===== config.mk =====
export PLATFORM = sky130hd
export DESIGN_NAME = imuldiv_muldiv_dispatch
export DESIGN_NICKNAME = d
export VERILOG_FILES = /design/src/rtl/imuldiv_muldiv_dispatch_pkg.sv /design/src/rtl/imuldiv_muldiv_dispatch_ctrl.sv /design/src/rtl/imuldiv_muldiv_dispatch.sv
export SDC_FILE = /design/constraint.sdc
export NUM_CORES = 1
export LEC_CHECK = 0
export ABC_CLOCK_PERIOD_IN_PS = 2800
export BUFFER_PORTS_ARGS = -buffer_cell sky130_fd_sc_hd__buf_2
export CAP_MARGIN = 20
export CORE_AREA = 2 2 145 147
export DETAILED_ROUTE_END_ITERATION = 16
export DIE_AREA = 0 0 147 149
export SLEW_MARGIN = 20
export SYNTH_ARGS = -nofsm -noshare
export SYNTH_HDL_FRONTEND = slang
export SYNTH_HIERARCHICAL = 1
export SYNTH_SLANG_ARGS = --single-unit

===== constraint.sdc =====
create_clock -name clk -period 2.8 [get_ports clk]
set_clock_uncertainty 0.05 [all_clocks]
set_input_delay 0.28 -clock clk [delete_from_list [all_inputs] [get_ports clk]]
set_output_delay 0.28 -clock clk [all_outputs]
set_load 0.05 [all_outputs]

===== src/rtl/imuldiv_muldiv_dispatch_pkg.sv =====
// Shared mul/div request definitions: function codes, legality, divider signedness.
// Latency: n/a (types and pure functions only).
// Backpressure: n/a.
// Contents: muldiv_fn_e codes, illegal-fn floor, divider sign encoding,
//           muldivreq_msg_t held-request struct, result_sel_e, decode helpers.
package imuldiv_muldiv_dispatch_pkg;

    typedef enum logic [2:0] {
        FN_MUL  = 3'd0,
        FN_DIV  = 3'd1,
        FN_DIVU = 3'd2,
        FN_REM  = 3'd3,
        FN_REMU = 3'd4
    } muldiv_fn_e;

    // Codes at or above this value are not operations.
    localparam logic [2:0] FN_ILLEGAL_MIN = 3'd5;

    // Encoding of the divider's one-bit fn field.
    localparam logic DIV_FN_SIGNED   = 1'b1;
    localparam logic DIV_FN_UNSIGNED = 1'b0;

    typedef struct packed {
        logic [2:0]  fn;
        logic [31:0] a;
        logic [31:0] b;
    } muldivreq_msg_t;

    // Which slice of which unit response lands in the result register.
    typedef enum logic [1:0] {
        RSEL_ZERO    = 2'd0,
        RSEL_MUL_LO  = 2'd1,
        RSEL_DIV_QUO = 2'd2,
        RSEL_DIV_REM = 2'd3
    } result_sel_e;

    function automatic logic fn_is_illegal(input logic [2:0] fn);
        return fn >= FN_ILLEGAL_MIN;
    endfunction

    function automatic logic fn_is_rem(input logic [2:0] fn);
        return (fn == FN_REM) || (fn == FN_REMU);
    endfunction

    function automatic logic fn_div_sign(input logic [2:0] fn);
        return ((fn == FN_DIV) || (fn == FN_REM)) ? DIV_FN_SIGNED : DIV_FN_UNSIGNED;
    endfunction

endpackage


===== src/rtl/imuldiv_muldiv_dispatch_ctrl.sv =====
// Dispatch control: one-op-at-a-time FSM steering requests to the multiplier or divider.
// Latency: accept -> ISSUE next cycle; unit response -> RESP next cycle; illegal fn -> RESP next cycle.
// Backpressure: every val/rdy output is a registered decode of state; stalls simply hold the state.
// Ports: clk/reset; muldivreq_val + raw fn for dispatch, fn_reg for result select;
//        unit and response handshakes; req_en/result_en/result_sel steer the datapath.
module imuldiv_muldiv_dispatch_ctrl
    import imuldiv_muldiv_dispatch_pkg::*;
(
    input  logic        clk,
    input  logic        reset,

    input  logic        muldivreq_val,
    input  logic [2:0]  req_fn,
    input  logic [2:0]  fn_reg,
    output logic        muldivreq_rdy,

    output logic        muldivresp_val,
    input  logic        muldivresp_rdy,

    output logic        mulreq_val,
    input  logic        mulreq_rdy,
    input  logic        mulresp_val,
    output logic        mulresp_rdy,

    output logic        divreq_val,
    input  logic        divreq_rdy,
    input  logic        divresp_val,
    output logic        divresp_rdy,

    output logic        req_en,
    output logic        result_en,
    output result_sel_e result_sel
);

    typedef enum logic [2:0] {
        S_IDLE      = 3'd0,
        S_ISSUE_MUL = 3'd1,
        S_WAIT_MUL  = 3'd2,
        S_ISSUE_DIV = 3'd3,
        S_WAIT_DIV  = 3'd4,
        S_RESP      = 3'd5
    } state_e;

    state_e state_q, state_d;

    // Handshake outputs are flopped from the next-state decode so they are
    // glitch-free and exactly track state_q.
    logic muldivreq_rdy_q,  muldivreq_rdy_d;
    logic muldivresp_val_q, muldivresp_val_d;
    logic mulreq_val_q,     mulreq_val_d;
    logic mulresp_rdy_q,    mulresp_rdy_d;
    logic divreq_val_q,     divreq_val_d;
    logic divresp_rdy_q,    divresp_rdy_d;

    always_comb begin
        state_d    = state_q;
        req_en     = 1'b0;
        result_en  = 1'b0;
        result_sel = RSEL_ZERO;

        case (state_q)
            S_IDLE: begin
                if (muldivreq_val) begin
                    req_en = 1'b1;
                    if (fn_is_illegal(req_fn)) begin
                        // No unit involved: answer zero straight away.
                        result_en  = 1'b1;
                        result_sel = RSEL_ZERO;
                        state_d    = S_RESP;
                    end else if (req_fn == FN_MUL) begin
                        state_d = S_ISSUE_MUL;
                    end else begin
                        state_d = S_ISSUE_DIV;
                    end
                end
            end
            S_ISSUE_MUL: if (mulreq_rdy) state_d = S_WAIT_MUL;
            S_WAIT_MUL: begin
                result_sel = RSEL_MUL_LO;
                if (mulresp_val) begin
                    result_en = 1'b1;
                    state_d   = S_RESP;
                end
            end
            S_ISSUE_DIV: if (divreq_rdy) state_d = S_WAIT_DIV;
            S_WAIT_DIV: begin
                result_sel = fn_is_rem(fn_reg) ? RSEL_DIV_REM : RSEL_DIV_QUO;
                if (divresp_val) begin
                    result_en = 1'b1;
                    state_d   = S_RESP;
                end
            end
            S_RESP: if (muldivresp_rdy) state_d = S_IDLE;
            default: state_d = S_IDLE;
        endcase

        if (reset) begin
            req_en    = 1'b0;
            result_en = 1'b0;
        end

        muldivreq_rdy_d  = (state_d == S_IDLE);
        muldivresp_val_d = (state_d == S_RESP);
        mulreq_val_d     = (state_d == S_ISSUE_MUL);
        mulresp_rdy_d    = (state_d == S_WAIT_MUL);
        divreq_val_d     = (state_d == S_ISSUE_DIV);
        divresp_rdy_d    = (state_d == S_WAIT_DIV);
    end

    always_ff @(posedge clk) begin
        if (reset) begin
            state_q          <= S_IDLE;
            muldivreq_rdy_q  <= 1'b1;
            muldivresp_val_q <= 1'b0;
            mulreq_val_q     <= 1'b0;
            mulresp_rdy_q    <= 1'b0;
            divreq_val_q     <= 1'b0;
            divresp_rdy_q    <= 1'b0;
        end else begin
            state_q          <= state_d;
            muldivreq_rdy_q  <= muldivreq_rdy_d;
            muldivresp_val_q <= muldivresp_val_d;
            mulreq_val_q     <= mulreq_val_d;
            mulresp_rdy_q    <= mulresp_rdy_d;
            divreq_val_q     <= divreq_val_d;
            divresp_rdy_q    <= divresp_rdy_d;
        end
    end

    // Reset is synchronous, so the flops still hold pre-reset values during the
    // reset cycle itself; mask them so no handshake is offered while reset is high.
    assign muldivreq_rdy  = muldivreq_rdy_q  & ~reset;
    assign muldivresp_val = muldivresp_val_q & ~reset;
    assign mulreq_val     = mulreq_val_q     & ~reset;
    assign mulresp_rdy    = mulresp_rdy_q    & ~reset;
    assign divreq_val     = divreq_val_q     & ~reset;
    assign divresp_rdy    = divresp_rdy_q    & ~reset;

endmodule


===== src/rtl/imuldiv_muldiv_dispatch.sv =====
// Mul/div front end: latches one request, forwards it to the multiplier or divider, returns the 32-bit result.
// Latency: 3 cycles plus the unit's own latency; illegal fn answers 0 one cycle after accept.
// Backpressure: one op in flight; muldivreq_rdy low from accept until the response transfers.
// Ports: muldivreq_* (fn/a/b in), muldivresp_* (result out), mulreq_*/mulresp_* to the
//        multiplier, divreq_*/divresp_* to the divider (divresp = {rem, quo}).
module imuldiv_muldiv_dispatch
    import imuldiv_muldiv_dispatch_pkg::*;
(
    input  logic        clk,
    input  logic        reset,

    input  logic [2:0]  muldivreq_msg_fn,
    input  logic [31:0] muldivreq_msg_a,
    input  logic [31:0] muldivreq_msg_b,
    input  logic        muldivreq_val,
    output logic        muldivreq_rdy,

    output logic [31:0] muldivresp_msg_result,
    output logic        muldivresp_val,
    input  logic        muldivresp_rdy,

    output logic [31:0] mulreq_msg_a,
    output logic [31:0] mulreq_msg_b,
    output logic        mulreq_val,
    input  logic        mulreq_rdy,
    input  logic [63:0] mulresp_msg_result,
    input  logic        mulresp_val,
    output logic        mulresp_rdy,

    output logic        divreq_msg_fn,
    output logic [31:0] divreq_msg_a,
    output logic [31:0] divreq_msg_b,
    output logic        divreq_val,
    input  logic        divreq_rdy,
    input  logic [63:0] divresp_msg_result,
    input  logic        divresp_val,
    output logic        divresp_rdy
);

    muldivreq_msg_t req_q, req_d;
    logic [31:0]    result_q, result_d;

    logic        req_en;
    logic        result_en;
    result_sel_e result_sel;

    imuldiv_muldiv_dispatch_ctrl u_ctrl (
        .clk            (clk),
        .reset          (reset),
        .muldivreq_val  (muldivreq_val),
        .req_fn         (muldivreq_msg_fn),
        .fn_reg         (req_q.fn),
        .muldivreq_rdy  (muldivreq_rdy),
        .muldivresp_val (muldivresp_val),
        .muldivresp_rdy (muldivresp_rdy),
        .mulreq_val     (mulreq_val),
        .mulreq_rdy     (mulreq_rdy),
        .mulresp_val    (mulresp_val),
        .mulresp_rdy    (mulresp_rdy),
        .divreq_val     (divreq_val),
        .divreq_rdy     (divreq_rdy),
        .divresp_val    (divresp_val),
        .divresp_rdy    (divresp_rdy),
        .req_en         (req_en),
        .result_en      (result_en),
        .result_sel     (result_sel)
    );

    always_comb begin
        req_d = req_q;
        if (req_en) begin
            req_d.fn = muldivreq_msg_fn;
            req_d.a  = muldivreq_msg_a;
            req_d.b  = muldivreq_msg_b;
        end

        result_d = result_q;
        if (result_en) begin
            case (result_sel)
                RSEL_MUL_LO:  result_d = mulresp_msg_result[31:0];
                RSEL_DIV_QUO: result_d = divresp_msg_result[31:0];
                RSEL_DIV_REM: result_d = divresp_msg_result[63:32];
                default:      result_d = 32'd0;
            endcase
        end
    end

    always_ff @(posedge clk) begin
        if (reset) begin
            req_q    <= '0;
            result_q <= '0;
        end else begin
            req_q    <= req_d;
            result_q <= result_d;
        end
    end

    // Operands come straight from the held request, so they stay put for as
    // long as a unit stalls its request channel.
    assign mulreq_msg_a          = req_q.a;
    assign mulreq_msg_b          = req_q.b;
    assign divreq_msg_a          = req_q.a;
    assign divreq_msg_b          = req_q.b;
    assign divreq_msg_fn         = fn_div_sign(req_q.fn);
    assign muldivresp_msg_result = result_q;

    // Only the low word of the product is architectural.
    logic unused_mulresp_hi;
    assign unused_mulresp_hi = ^mulresp_msg_result[63:32];

endmodule


## After elaboration in Yosys (flattened, before gate mapping)

Cells that the tools add are included.

| storage, ports and cells | value |
|---|---|
| register bits after elaboration | 108 |

| cells by class | value |
|---|---|
| muxes and demuxes | 22 |
| reductions and logical operators | 5 |
| $lt $le $gt $ge | 1 |
| bitwise gates (word level) | 7 |
| equality and inequality tests | 16 |

Operators by type and width:

| cell | number |
|---|---|
| case mux 32 bit (3 select lines) | 1 |
| two-way mux 3 bit | 7 |
| case mux 3 bit (6 select lines) | 1 |
| equality test 3 x 2 -> 1 bit (second input constant) | 5 |
| equality test 3 bit (second input constant) | 5 |
| two-way mux 1 bit | 10 |
| equality test 3 x 1 -> 1 bit (second input constant) | 3 |
| zero test 3 bit | 3 |
| bitwise AND 1 bit | 6 |
| equality test 2 bit (second input constant) | 2 |
| case mux 2 bit (2 select lines) | 1 |
| greater-or-equal comparator 3 bit (second input constant) | 1 |
| case mux 1 bit (3 select lines) | 1 |
| equality test 2 x 1 -> 1 bit (second input constant) | 1 |
| logical OR 1 bit | 2 |
| two-way mux 2 bit | 1 |
| inverter 1 bit | 1 |

## Longest topological paths before layout

| depth | value |
|---|---|
| word-level depth | 6 |
| gate-level depth with buffers | 10 |
| mapped depth without buffers | 7 |

## Cells and area by module

The synthesis kept the hierarchy.

By module, submodules not included:

| module | times used | sequential area each (sq um) | cells each | area each (sq um) |
|---|---|---|---|---|
| imuldiv_muldiv_dispatch | 1 | 1981.9 | 563 | 5367.6 |
| imuldiv_muldiv_dispatch_ctrl | 1 | 180.2 | 62 | 608.1 |

## Worst setup path before layout

OpenSTA, ideal clock, no wires.

| path | value |
|---|---|
| kind | register -> register |
| start point | reg u_ctrl.state_q[2] |
| end point | reg result_q[11], in the netlist muldivresp_msg_result[11] |
| stages on the path, launching flop included | 11 |
| required time | 2606 ps |
| library setup time | 144 ps |
| slack | 611 ps |
| arrival time | 1995 ps |
| path through | dfxtp_1 buf_6 nor4b_4 o211ai_2 nor2b_4 a2111oi_2 buf_4 nand2_4 buf_4 a211oi_1 nor4_2 |

RTL lines:

| what | RTL line | RTL |
|---|---|---|
| from (decl) | imuldiv_muldiv_dispatch_ctrl.sv:44 | `state_e state_q, state_d;` |
| from (signal assigned) | imuldiv_muldiv_dispatch_ctrl.sv:120 | `state_q <= state_d;` |
| equality test 3 bit (tied with other cells) | imuldiv_muldiv_dispatch_ctrl.sv:61 | `case (state_q)` |
| case mux 1 bit (3 select lines) (*) | imuldiv_muldiv_dispatch_ctrl.sv:61 |  |
| two-way mux 1 bit (*) | imuldiv_muldiv_dispatch_ctrl.sv:97 | `if (reset) begin` |
| net result_en | imuldiv_muldiv_dispatch.sv:44 | `logic result_en;` |
| to (signal assigned) | imuldiv_muldiv_dispatch.sv:94 | `result_q <= result_d;` |
| to (decl) | imuldiv_muldiv_dispatch.sv:41 | `logic [31:0] result_q, result_d;` |

The timed path passes the listed nets; every way through them passes the cells marked *.
A chain may end at the register's enable or synchronous reset.

## Final worst setup path

| path | value |
|---|---|
| start point | reg u_ctrl.state_q[1] |
| end point | reg result_q[31], in the netlist muldivresp_msg_result[31] |

Same word-level chain as after synthesis.

==> summary.md <==
| Metric | Value |
|---|---|
| Status | completed |
| R2r setup slk | 260 ps |
| Post-CTS resize count | 0 |
| Fraction of layout instances using a drive strength above 1 | 52.3% |
| Syn avg cell area | 9.56 um2 |
| Crit path cell chain | nor4b_4, o211ai_2, nor2b_4, a2111oi_4, nand2_4, buf_12, a211oi_1, nor4_2 |
| Pin count of the biggest net entering global routing | 74 |
| Initial antenna violation count | 1 |
| Minimum clock period | 2540 ps |
| Final hold vios | 0 |
| Hpwl dp | 11,100 um |
| FF-to-FF End | muldivresp_msg_result[31]$_SDFFE_PP0P_ |
| Grt ovf | 0 |
| Number of H-tree levels | 3 |
| IO Count | 370 |
| Final instance area | 7200 um2 |
| Setup Crit Path Kind | reg2reg |
| Hold_sp | muldivreq_msg_b[5] |
| ANT cells | 0 |
| WL per Instance | 13.7 um |
| CP max-delay cell | dfxtp_1 |
| Crit-path max FO | 32 |
| Hold EP | divreq_msg_b[5]$_SDFFE_PP0P_ |
| Combinational power share | 41.9% |
| Met2 wire length | 7280 um |
| Post-route ant nets | 0 |
| # rows | 53 |
| Max transition margin | 52.2% |
| WL met3 | 1170 um |
| Hold Path Depth | 3 |
| Port buffer count | 337 |
| Max Slew Vio Count | 0 |
| CTS buffer count | 9 |
| Placer Congestion | 0.701 |
| Hold Path Class | in2reg |
| Top sig layer | met4 |
| Reg-to-Reg Start | u_ctrl/state_q[1]$_SDFF_PP0_ |
| Sequential area share after synthesis | 36.2% |
| Initial drt markers | 92 |
| #FFs+latches synth | 108 |
| Worst-Margin Slew | 718 ps |
| Core area | 20,600 um2 |
| Achievable frequency | 0.394 GHz |
| Crit end category | flop |
| Synth warn | 6 |
| Clk sinks | 108 |
| Storage element area | 2160 um2 |
| P_sw | 2.29 mW |
| DRT Pass-1 Iters | 4 |
| Die X-Extent | 147 um |
| Worst-path clk slew | 80 ps |
| CTS root buffer | clkbuf_16 |
| Sequential share of power | 34.9% |
| Max IR drop VDD | 0.260 mV |
| Synth-to-Final Area Change | 20.5% |
| Max clock buf depth | 2 |
| Clock power share | 23.3% |
| Initial core utilization | 29.1% |
| Worst path max stage delay | 430 ps |
| Setup TNS | 0 ps |
| Pwr dens | 737 nW/um2 |
| Placed Area | 6920 um2 |
| Static Leak | 3.40 nW |
| Via count | 4,701 |
| Die Height | 149 um |
| Mapped Area | 5980 um2 |
| # DRC | 0 |
| Fillers | 2,140 |
| Setup-failing EPs final | 0 |
| Vias per cell | 4.29 |
| M1 WL | 6410 um |
| Unrepaired setup endpoints after global routing | false |
| Worst EP required | 2950 ps |
| WL final | 15,000 um |
| Die area | 21,900 um2 |
| CTS tree | yes |
| Gate Count Post-Synth | 625 |
| P_int | 3.02 mW |
| Max_cap viols | 0 |
| WP data arrival | 2690 ps |
| Multi-input gate area | 2580 um2 |
| Fin crit share | 90.7% |
| Gr usage total | 13.2% |
| Syn_nets | 828 |
| Setup Fix Bufs, Post-CTS | 0 |
| Distinct cells, synth | 37 |
| Sw Ratio | 43.2% |
| First-pass GRT wire length | 22,800 um |
| Worst-Skew Late Latency | 350 ps |
| Startpoint Class | flop |
| FF-to-FF path depth | 8 |
| Nets | 1,018 |
| Number of global-route vias before repair | 4,338 |
| Hold_buf cts | 0 |
## sequential cells by signal, summed over array words and instances, names as in the netlist
signal / flops
req_q: 3
divreq_msg_a: 32
u_ctrl/divresp_rdy_q: 1
divreq_msg_b: 32
u_ctrl/muldivreq_rdy_q: 1
u_ctrl/divreq_val_q: 1
u_ctrl/muldivresp_val_q: 1
muldivresp_msg_result: 32
u_ctrl/mulresp_rdy_q: 1
u_ctrl/state_q: 3
u_ctrl/mulreq_val_q: 1
## Yosys cell counts, drive strengths merged
master / count / share of area (%)
nor3: 2 / 0.25
a31o: 1 / 0.15
clkbuf: 13 / 0.82
and2b: 3 / 0.38
nor2b: 41 / 4.4
o311a: 1 / 0.17
and2: 1 / 0.10
mux2i: 68 / 11
o211ai: 1 / 0.21
nand2b: 4 / 0.46
dfxtp: 108 / 36
nor2: 102 / 6.4
nor4: 32 / 6.7
o21a: 1 / 0.13
nand3b: 4 / 0.50
nand2: 5 / 0.44
a2bb2oi: 1 / 0.15
nor4b: 1 / 0.40
buf: 158 / 20
a211oi: 33 / 5.7
a2111oi: 2 / 0.71
o31ai: 1 / 0.13
nor3b: 2 / 0.34
or3b: 1 / 0.15
nor4bb: 1 / 0.17
a21oi: 38 / 3.3
## logic make-up after synthesis
| family | share of synthesized area [%] |
|---|---|
| compound gates | 10.7 |
| buf+inv | 21.0 |
| simple gates | 20.7 |
| mux | 11.4 |
| flops | 36.2 |
## worst max-delay path by stage
stage,cells past startpoint,slack (ps),to,from
6_report,8,260,muldivresp_msg_result[31]$_SDFFE_PP0P_,u_ctrl/state_q[1]$_SDFF_PP0_
2_1_floorplan,10,610,muldivresp_msg_result[11]$_SDFFE_PP0P_,u_ctrl/state_q[2]$_SDFF_PP0_
4_1_cts,8,250,muldivresp_msg_result[10]$_SDFFE_PP0P_,u_ctrl/state_q[1]$_SDFF_PP0_
5_1_grt,8,80,muldivresp_msg_result[8]$_SDFFE_PP0P_,u_ctrl/state_q[1]$_SDFF_PP0_
3_3_place_gp,8,270,muldivresp_msg_result[10]$_SDFFE_PP0P_,u_ctrl/state_q[1]$_SDFF_PP0_
3_5_place_dp,8,270,muldivresp_msg_result[10]$_SDFFE_PP0P_,u_ctrl/state_q[1]$_SDFF_PP0_
## worst max-delay path, delay by kind of cell, from the launching register on
| family | cells | cell delay, ps |
|---|---|---|
| AO/OA/AOI/OAI | 3 | 930 |
| flip-flops | 1 | 430 |
| AND/OR/NAND/NOR | 4 | 730 |
| buffers and inverters | 1 | 200 |
## final cells by class
| cell class | count | share of cell area [%] |
|---|---|---|
| multi-input cells | 346 | 35.8 |
| flip-flops and latches | 108 | 30.0 |
| repair buffers | 350 | 25.5 |
| well taps | 275 | 4.78 |
| clock buffers | 12 | 3.42 |
| clock inverters | 4 | 0.452 |
## placed cells by master, fill, tap and decap left out, types with 2 or more instances in the layout
| cell | instances |
|---|---|
| a2111oi_4 | 2 |
| a211oi_1 | 14 |
| a211oi_2 | 19 |
| a21oi_1 | 36 |
| a21oi_2 | 2 |
| and2b_1 | 3 |
| buf_12 | 4 |
| buf_2 | 336 |
| buf_4 | 10 |
| clkbuf_1 | 2 |
| clkbuf_16 | 9 |
| clkinvlp_4 | 2 |
| dfxtp_1 | 108 |
| mux2i_1 | 68 |
| nand2_1 | 4 |
| nand2b_1 | 3 |
| nand3b_1 | 4 |
| nor2_1 | 102 |
| nor2b_1 | 39 |
| nor2b_4 | 2 |
| nor3b_2 | 2 |
| nor4_2 | 32 |
## routing by layer
metal	track usage, %	vias up
li1	-	2375
met1	16.0	2118
met2	23.1	203
met3	4.07	5
met4	3.17	0
met5	0	-
## through the flow
stage	total power, mW	cells	util, %	hold WS [ps]	setup slack [ps]
after floorplan	3.85	625	-	300	611
after global placement	4.11	1079	33.7	439	272
after detailed placement	4.13	1079	33.7	443	275
after CTS	5.40	1095	35.0	95.7	254
after global routing	5.61	1095	35.0	100	78.0
final	5.31	1095	35.0	112	261
## power groups by stage
| stage | clock (mW) | combinational, mW | sequential (mW) |
|---|---|---|---|
| floorplan | 0 | 1.75 | 2.10 |
| global placement | 0 | 2.23 | 1.88 |
| detailed placement | 0 | 2.24 | 1.89 |
| CTS | 1.31 | 2.24 | 1.85 |
| global route | 1.36 | 2.37 | 1.88 |
| finish | 1.23 | 2.22 | 1.85 |
No activity file was read; power rests on OpenSTA's default activity.
